[src/rtl/ps2_pkg.sv]
// Shared definitions for the PS/2 mouse packet assembler: state encoding,
// byte-1 bit positions and the default inter-byte timeout.
package ps2_pkg;

  typedef enum logic [1:0] {
    WAIT_B1 = 2'd0,
    WAIT_B2 = 2'd1,
    WAIT_B3 = 2'd2
  } ps2_state_e;

  // Byte 1 layout: {Yv, Xv, Y8, X8, 1, M, R, L}
  localparam int PS2_B1_L    = 0;
  localparam int PS2_B1_R    = 1;
  localparam int PS2_B1_M    = 2;
  localparam int PS2_B1_SYNC = 3;
  localparam int PS2_B1_XS   = 4;
  localparam int PS2_B1_YS   = 5;
  localparam int PS2_B1_XV   = 6;
  localparam int PS2_B1_YV   = 7;

  localparam int PS2_TIMEOUT_DEFAULT = 100000;

  function automatic logic [7:0] sat_inc8(input logic [7:0] v);
    return (v == 8'hFF) ? v : v + 8'd1;
  endfunction

endpackage

[src/rtl/ps2_gap_timer.sv]
// Inter-byte gap counter: counts while run is high, expired flags the
// TIMEOUT_CYCLES-1 count. clear has priority and returns the count to zero.
module ps2_gap_timer
  import ps2_pkg::*;
#(
  parameter int TIMEOUT_CYCLES = PS2_TIMEOUT_DEFAULT
) (
  input  logic clk,
  input  logic rst,
  input  logic clear,
  input  logic run,
  output logic expired
);

  localparam int CW = (TIMEOUT_CYCLES > 1) ? $clog2(TIMEOUT_CYCLES) : 1;
  localparam logic [CW-1:0] LAST = CW'(TIMEOUT_CYCLES - 1);

  logic [CW-1:0] cnt_q, cnt_d;

  always_comb begin
    cnt_d = cnt_q;
    if (clear)                    cnt_d = '0;
    else if (run && cnt_q != LAST) cnt_d = cnt_q + 1'b1;
  end

  always_ff @(posedge clk) begin
    if (rst) cnt_q <= '0;
    else     cnt_q <= cnt_d;
  end

  assign expired = run && (cnt_q == LAST);

endmodule

[src/rtl/ps2_mouse_packet.sv]
// Assembles three PS/2 mouse bytes into one packet and counts sync losses.
// Optional inter-byte timeout is built when PS2_PKT_TIMEOUT_EN is defined.
module ps2_mouse_packet
  import ps2_pkg::*;
#(
  parameter int TIMEOUT_CYCLES = PS2_TIMEOUT_DEFAULT
) (
  input  logic       clk,
  input  logic       rst,
  input  logic       pkt_en,
  input  logic       rx_valid,
  input  logic [7:0] rx_data,
  output logic       ps2_byte_valid,
  output logic [7:0] ps2_byte_1,
  output logic [7:0] ps2_byte_2,
  output logic [7:0] ps2_byte_3,
  output logic [7:0] sync_err_cnt
);

  if (TIMEOUT_CYCLES < 2) begin : g_bad_timeout
    $error("ps2_mouse_packet: TIMEOUT_CYCLES must be at least 2");
  end

  ps2_state_e state_q, state_d;
  logic       acc, expired;
  logic       cap_b1, cap_b2, done, err_inc;
  logic [7:0] sh1_q, sh2_q;
  logic [7:0] b1_q, b2_q, b3_q, err_q;
  logic       vld_q;

  assign acc = pkt_en && rx_valid;

`ifdef PS2_PKT_TIMEOUT_EN
  logic run, tmr_clear;
  assign run       = pkt_en && (state_q != WAIT_B1);
  // Restart on every accepted byte and after an abort so WAIT_B1 sees zero.
  assign tmr_clear = !run || rx_valid || expired;

  ps2_gap_timer #(.TIMEOUT_CYCLES(TIMEOUT_CYCLES)) u_gap (
    .clk     (clk),
    .rst     (rst),
    .clear   (tmr_clear),
    .run     (run),
    .expired (expired)
  );
`else
  assign expired = 1'b0;
`endif

  always_ff @(posedge clk) begin
    if (rst) state_q <= WAIT_B1;
    else     state_q <= state_d;
  end

  always_comb begin
    state_d = state_q;
    if (!pkt_en) begin
      state_d = WAIT_B1;
    end else begin
      unique case (state_q)
        WAIT_B1: if (acc && rx_data[PS2_B1_SYNC]) state_d = WAIT_B2;
        WAIT_B2: if (acc) state_d = WAIT_B3;
                 else if (expired) state_d = WAIT_B1;
        WAIT_B3: if (acc || expired) state_d = WAIT_B1;
        default: state_d = WAIT_B1;
      endcase
    end
  end

  // A byte arriving on the expiry cycle wins over the abort.
  always_comb begin
    cap_b1  = acc && (state_q == WAIT_B1) &&  rx_data[PS2_B1_SYNC];
    cap_b2  = acc && (state_q == WAIT_B2);
    done    = acc && (state_q == WAIT_B3);
    err_inc = (acc && (state_q == WAIT_B1) && !rx_data[PS2_B1_SYNC]) ||
              (pkt_en && !rx_valid && expired && (state_q != WAIT_B1));
  end

  always_ff @(posedge clk) begin
    if (rst) begin
      sh1_q <= '0;
      sh2_q <= '0;
      b1_q  <= '0;
      b2_q  <= '0;
      b3_q  <= '0;
      vld_q <= 1'b0;
      err_q <= '0;
    end else begin
      vld_q <= done;
      if (cap_b1) sh1_q <= rx_data;
      if (cap_b2) sh2_q <= rx_data;
      if (done) begin
        b1_q <= sh1_q;
        b2_q <= sh2_q;
        b3_q <= rx_data;
      end
      if (err_inc) err_q <= sat_inc8(err_q);
    end
  end

  assign ps2_byte_valid = vld_q;
  assign ps2_byte_1     = b1_q;
  assign ps2_byte_2     = b2_q;
  assign ps2_byte_3     = b3_q;
  assign sync_err_cnt   = err_q;

endmodule

[config.mk]
export PLATFORM = sky130hd
export DESIGN_NAME = ps2_mouse_packet
export DESIGN_NICKNAME = d
export VERILOG_FILES = /design/src/rtl/ps2_pkg.sv /design/src/rtl/ps2_gap_timer.sv /design/src/rtl/ps2_mouse_packet.sv
export SDC_FILE = /design/constraint.sdc
export NUM_CORES = 1
export LEC_CHECK = 0
export CAP_MARGIN = 20
export CORE_ASPECT_RATIO = 2
export CORE_MARGIN = 3
export CORE_UTILIZATION = 25
export CTS_BUF_LIST = sky130_fd_sc_hd__clkbuf_8
export CTS_CLUSTER_SIZE = 16
export DETAILED_ROUTE_END_ITERATION = 12
export REMOVE_ABC_BUFFERS = 1
export SETUP_SLACK_MARGIN = 0.4
export SYNTH_ARGS = -nofsm -noshare
export SYNTH_HDL_FRONTEND = slang
export SYNTH_SLANG_ARGS = --single-unit
export TNS_END_PERCENT = 10
[constraint.sdc]
create_clock -name clk -period 2.7 [get_ports clk]
set_input_delay 0.81 -clock clk [delete_from_list [all_inputs] [get_ports clk]]
set_output_delay 0.81 -clock clk [all_outputs]
set_load 0.03 [all_outputs]
==> Word-level counts from Yosys, hierarchy flattened <==
Index checks and enable logic that the tools add are counted.
{ "word_totals": {"register_bits": 51, "elab_cells": 33} }
{ "classes": {"n_eq_ne": 6, "add_sub_neg": 1, "n_reduce_logical": 12, "mux": 4, "bitwise_logic": 2} }
{ "op_table": {"columns": ["operator", "count"], "rows": [
  ["adder 8 x 1 -> 8 bit, second input constant", 1],
  ["== test 8 bit, second input constant", 1],
  ["logical AND 1 bit", 7],
  ["two-way mux 2 bit", 3],
  ["!= test 2 bit, second input constant", 3],
  ["case mux 2 bit (3 select lines)", 1],
  ["AND reduction 3 bit", 1],
  ["== test 2 x 1 -> 1 bit, second input constant", 1],
  ["== test 2 bit, second input constant", 1],
  ["logical NOT 2 bit", 1],
  ["NOT 1 bit", 2],
  ["AND reduction 2 bit", 1],
  ["OR reduction 2 bit", 1],
  ["logical NOT 1 bit", 1]
]} }

==> Logic depth before layout (Yosys ltp) <==
{ "depth": {"word_depth": 4, "ltp_mapped": 6, "ltp_nobuf": 5} }

==> Least setup slack after synthesis <==
OpenSTA, ideal clock, no wires.
{ "synth_path": {"path_kind": "in2reg", "startpoint": "input port rx_valid", "endpoint": "register err_q[5], in the netlist sync_err_cnt[5]", "path_stages": 5, "path_buffers": 1, "setup_time_ns": 0.128, "arrival_ns": 1.676, "required_ns": 2.572, "setup_slack_ns": 0.897, "path_cell_list": "buf_2 nand4bb_4 nor4_2 mux2i_1 nor2_1"} }
{ "synth_between": {"elab_chain_cells": 4} }
{ "synth_rtl": {"columns": ["item", "line_no", "source"], "rows": [
  ["start: declaration", "ps2_mouse_packet.sv:11", "input logic rx_valid,"],
  ["logical AND 1 bit", "ps2_mouse_packet.sv:31", "assign acc = pkt_en && rx_valid;"],
  ["logical AND 1 bit (2 in series)", "ps2_mouse_packet.sv:75", "err_inc = (acc && (state_q == WAIT_B1) && !rx_data[PS2_B1_SYNC]) ||"],
  ["AND reduction 2 bit (no source line)", null, null],
  ["end signal: assignment", "ps2_mouse_packet.sv:97", "if (err_inc) err_q <= sat_inc8(err_q);"],
  ["end: declaration", "ps2_mouse_packet.sv:28", "logic [7:0] b1_q, b2_q, b3_q, err_q;"]
]} }
Every way passes these cells.
A chain may end at the register's enable or synchronous reset.

==> Final worst setup path <==
{ "layout_path": {"startpoint": "register err_q[2], in the netlist sync_err_cnt[2]", "endpoint": "output port sync_err_cnt[2]"} }
{ "layout_rtl": {"columns": ["item", "line_no", "source"], "rows": [
  ["end: declaration", "ps2_mouse_packet.sv:17", "output logic [7:0] sync_err_cnt"]
]} }
No word-level cell between the ends.

==> flow_metrics.py <==
metrics = {
    "run_status": {
        "run_status": "complete, no violations",
    },
    "critical_path": {
        "worst_r2r_path_depth": 5,
        "critical_path_buf_inv_count": 1,
        "worst_r2r_endpoint": "sync_err_cnt[4]",
        "crit_path_cell_trace": "clkdlybuf4s50_1",
        "worstReg2RegStart": "sync_err_cnt[0]",
        "cp-end-kind": "output port",
        "worst_path_max_fanout": 5,
        "cp_slowest_cell": "sky130_fd_sc_hd__clkdlybuf4s50_1",
        "cpLargestDelayFamily": "buffers and inverters",
        "timing.critical_path.from_type": "register",
        "regToRegSetupSlack_ps": 1200,
        "worst-setup-path-type": "register to output port",
        "crit_path_max_incr_delay_ps": 710,
        "arrival_ps": 1440,
        "worst-endpoint-required_ps": 1890,
    },
    "global_routing": {
        "via_count_of_the_first_global_routing_pass": 1578,
        "grt-ovfl-total": 0,
        "global_route.usage.total": 0.102,
        "grt_antenna_before_repair": 0,
        "grt_max_degree": 28,
        "global_route_wire_length_before_repair_um": 7580,
    },
    "clocking": {
        "cts_htree_levels": 2,
        "clock-sinks": 51,
        "clock_latency_on_the_worst_skew_pair_ps": 300,
        "cts_buffers": 5,
        "postCtsSetupRepairBufs": 0,
        "clock_path_buffers": 2,
        "tritoncts_clock_tree": "done",
        "root_buffer": "sky130_fd_sc_hd__clkbuf_8",
        "postCtsHoldBufs": 0,
        "worst_setup_hold_path_clk_slew_ps": 100,
    },
    "cells_and_area": {
        "final_layout_size_suffix_gt1_frac": 0.0824,
        "areaGrowthSynthToFinish_pct": 32.2,
        "multi_input_area_um2": 896,
        "design_area_mm2": 0.00263,
        "final-seq-area_mm2": 0.00102,
        "diodes": 0,
        "fin_nets": 291,
        "number_of_filler_instances_in_the_final_layout": 865,
        "final_cell_count_no_fill": 373,
    },
    "logic_synthesis": {
        "synth_largest_area_cell": "sky130_fd_sc_hd__dfxtp_1",
        "top_area_cells_in_the_synthesized_netlist": "sky130_fd_sc_hd__dfxtp_1, sky130_fd_sc_hd__nand2_1, sky130_fd_sc_hd__a21oi_1, sky130_fd_sc_hd__nand3_1, sky130_fd_sc_hd__nor2_1",
        "yosysWarnings": 0,
        "synth_cells": 234,
        "syn-cell-area_mm2": 0.00199,
        "yosys.area.top_type_share": 0.514,
        "yosys.cell_types.count": 35,
        "ys_seq_area_frac": 0.514,
        "ys_seq_elements": 51,
        "post_synth.cell_area_avg_um2": 8.49,
    },
    "timing": {
        "grt_setup_unrepaired": "yes",
        "final-hold-violation-count": 0,
        "finalClockSkew_ps": 6.17,
        "postLayoutSetupSlackWorst_ps": 445,
        "tightest_slew_ps": 459,
        "fin_setup_tns_ps": 0,
        "final-setup-viol-count": 0,
        "post-route-min-period_ps": 2250,
        "slew_violations": 0,
        "max-slew-margin-rel": 0.694,
        "post-route-period-util": 0.835,
        "timing.fmax_mhz": 443,
    },
    "floorplanning": {
        "core_mm2": 0.00766,
        "rows": 45,
        "num_io_pins": 45,
        "fp.dieArea_mm2": 0.00912,
        "die_height_um": 132,
        "initial_core_util": 0.259,
        "die_width_um": 69.0,
    },
    "placement": {
        "hpwlAfterDp_um": 3390,
        "io_buffer_count": 44,
        "gp_congestion": 0.841,
        "place_area_mm2": 0.00253,
        "dpl_worst_slack_ps": 309,
        "placed_cells_incl_taps": 365,
    },
    "power": {
        "lkg_pwr_nw": 0.876,
        "ir_drop_uv": 249,
        "pwr_density_mw_per_mm2": 489,
    },
    "min_path": {
        "holdPathStages": 2,
        "hp-class": "register to register",
        "startpoint_of_the_tightest_hold_check_path": "sh2_q[2]",
        "worstHoldEndpoint": "ps2_byte_2[2]",
    },
    "detailed_routing": {
        "initial_drt_markers": 122,
        "wl_um": 4640,
        "detail_route.first_pass.iterations": 4,
        "dr_total_vias": 1689,
        "ant_nets": 0,
        "post-route-drc-count": 0,
        "avgViaCountPerCell": 4.53,
        "routed_wire_length_per_instance_um": 12.4,
    },
    "job": {
        "number_of_max_cap_violations": 0,
    },
}
## stage by stage
step / util / power (mW) / hold slack, ps
6_report: 0.343 / 1.28 / 454
5_1_grt: 0.343 / 1.35 / 479
4_1_cts: 0.343 / 1.31 / 460
3_5_place_dp: 0.331 / 0.857 / 446
3_3_place_gp: 0.331 / 0.856 / 443
2_1_floorplan: - / 0.807 / 426
## area by class of cell
cell class,instances,area share
clock buffer,5,0.0262
clock inverter,3,0.00953
inverter,1,0.00143
multi-input combinational,169,0.341
sequential,51,0.389
tap,94,0.0448
timing repair buffer,50,0.188
## cell usage in the layout (no fill, tap or decap), types with 2 or more instances in the layout
cell type,n
sky130_fd_sc_hd__a21oi_1,40
sky130_fd_sc_hd__a31oi_1,3
sky130_fd_sc_hd__and3_1,2
sky130_fd_sc_hd__buf_4,5
sky130_fd_sc_hd__clkbuf_8,5
sky130_fd_sc_hd__clkdlybuf4s50_1,41
sky130_fd_sc_hd__clkinv_4,2
sky130_fd_sc_hd__dfxtp_1,51
sky130_fd_sc_hd__mux2i_1,3
sky130_fd_sc_hd__nand2_1,73
sky130_fd_sc_hd__nand3_1,11
sky130_fd_sc_hd__nor2_1,11
sky130_fd_sc_hd__nor2b_1,2
sky130_fd_sc_hd__nor3_1,2
sky130_fd_sc_hd__nor3_4,2
## layer usage
layer  global-route usage  vias up  share of wire
met3               0.0244        6          0.046
met1                0.109      770           0.39
met2                0.190       34           0.54
met4               0.0391        0          0.016
li1                     -      879              -
met5                    0        -              0
## what timing repair did
item / 4_1_cts / 5_1_grt
endpoints found under the setup margin: 1 / 2
endpoints found under the hold margin: 0 / 0
resized for setup: 1 / 1
## worst max-delay path by stage
stage / start / to / slack (ps) / cells past startpoint
after floorplan: pkt_en / sync_err_cnt[1] / 930 / 4
after global placement: rx_valid / sync_err_cnt[5] / 330 / 5
after detailed placement: rx_valid / sync_err_cnt[5] / 310 / 5
after CTS: sync_err_cnt[7] / sync_err_cnt[7] / 420 / 1
after global routing: sync_err_cnt[2] / sync_err_cnt[2] / 380 / 1
final: sync_err_cnt[2] / sync_err_cnt[2] / 450 / 1
## registers in the layout, summed over array words and instances, names as in the netlist
register / flops
sh1_q: 8
ps2_byte_2: 8
sync_err_cnt: 8
ps2_byte_3: 8
ps2_byte_valid: 1
sh2_q: 8
ps2_byte_1: 8
state_q: 2
## power by group
group / internal (mW) / leakage (nW) / switching (mW)
logic: 0.0312 / 0.420 / 0.0436
registers: 0.759 / 0.412 / 0.00508
clock network: 0.186 / 0.0443 / 0.260
total: 0.976 / 0.876 / 0.309
## kinds of logic (layout without fill, tap and decap cells)
| group | count (synthesis) | count (layout) | synth area share |
|---|---|---|---|
| AND/OR/NAND/NOR | 113 | 113 | 0.278 |
| XOR/XNOR | 2 | 2 | 0.00882 |
| AO/OA/AOI/OAI | 50 | 50 | 0.143 |
| adder cells (fa/ha/maj) | 1 | 1 | 0.00630 |
| multiplexers | 3 | 3 | 0.0151 |
| flip-flops | 51 | 51 | 0.514 |
| buffers and inverters | 14 | 59 | 0.0353 |
## cell usage after synthesis
cell type                   count
sky130_fd_sc_hd__clkbuf_1       5
sky130_fd_sc_hd__buf_2          5
sky130_fd_sc_hd__inv_1          1
sky130_fd_sc_hd__nand4_1        1
sky130_fd_sc_hd__dfxtp_1       51
sky130_fd_sc_hd__xor2_1         1
sky130_fd_sc_hd__nor4_2         1
sky130_fd_sc_hd__a22oi_1        1
sky130_fd_sc_hd__nor3_4         2
sky130_fd_sc_hd__o21bai_1       1
sky130_fd_sc_hd__ha_1           1
sky130_fd_sc_hd__nor2_1        11
sky130_fd_sc_hd__xnor2_1        1
sky130_fd_sc_hd__o211a_1        1
sky130_fd_sc_hd__a31oi_1        3
sky130_fd_sc_hd__a21oi_1       40
sky130_fd_sc_hd__a211oi_2       1
sky130_fd_sc_hd__nand3_1       11
sky130_fd_sc_hd__or2_0          1
sky130_fd_sc_hd__o21ai_0        1
sky130_fd_sc_hd__and3_1         2
sky130_fd_sc_hd__mux2i_1        3
sky130_fd_sc_hd__nor2b_1        2
sky130_fd_sc_hd__and4bb_1       1
sky130_fd_sc_hd__o2111ai_2      1
sky130_fd_sc_hd__nand2b_1       1
sky130_fd_sc_hd__nand4bb_4      1
sky130_fd_sc_hd__buf_4          3
sky130_fd_sc_hd__and4_1         1
sky130_fd_sc_hd__nand4b_1       1
sky130_fd_sc_hd__nor3_1         2
sky130_fd_sc_hd__nand2_2        1
sky130_fd_sc_hd__nor3b_4        1
sky130_fd_sc_hd__nand2_1       73
sky130_fd_sc_hd__a211oi_1       1
Note: power is estimated with default switching activity, not from simulation.
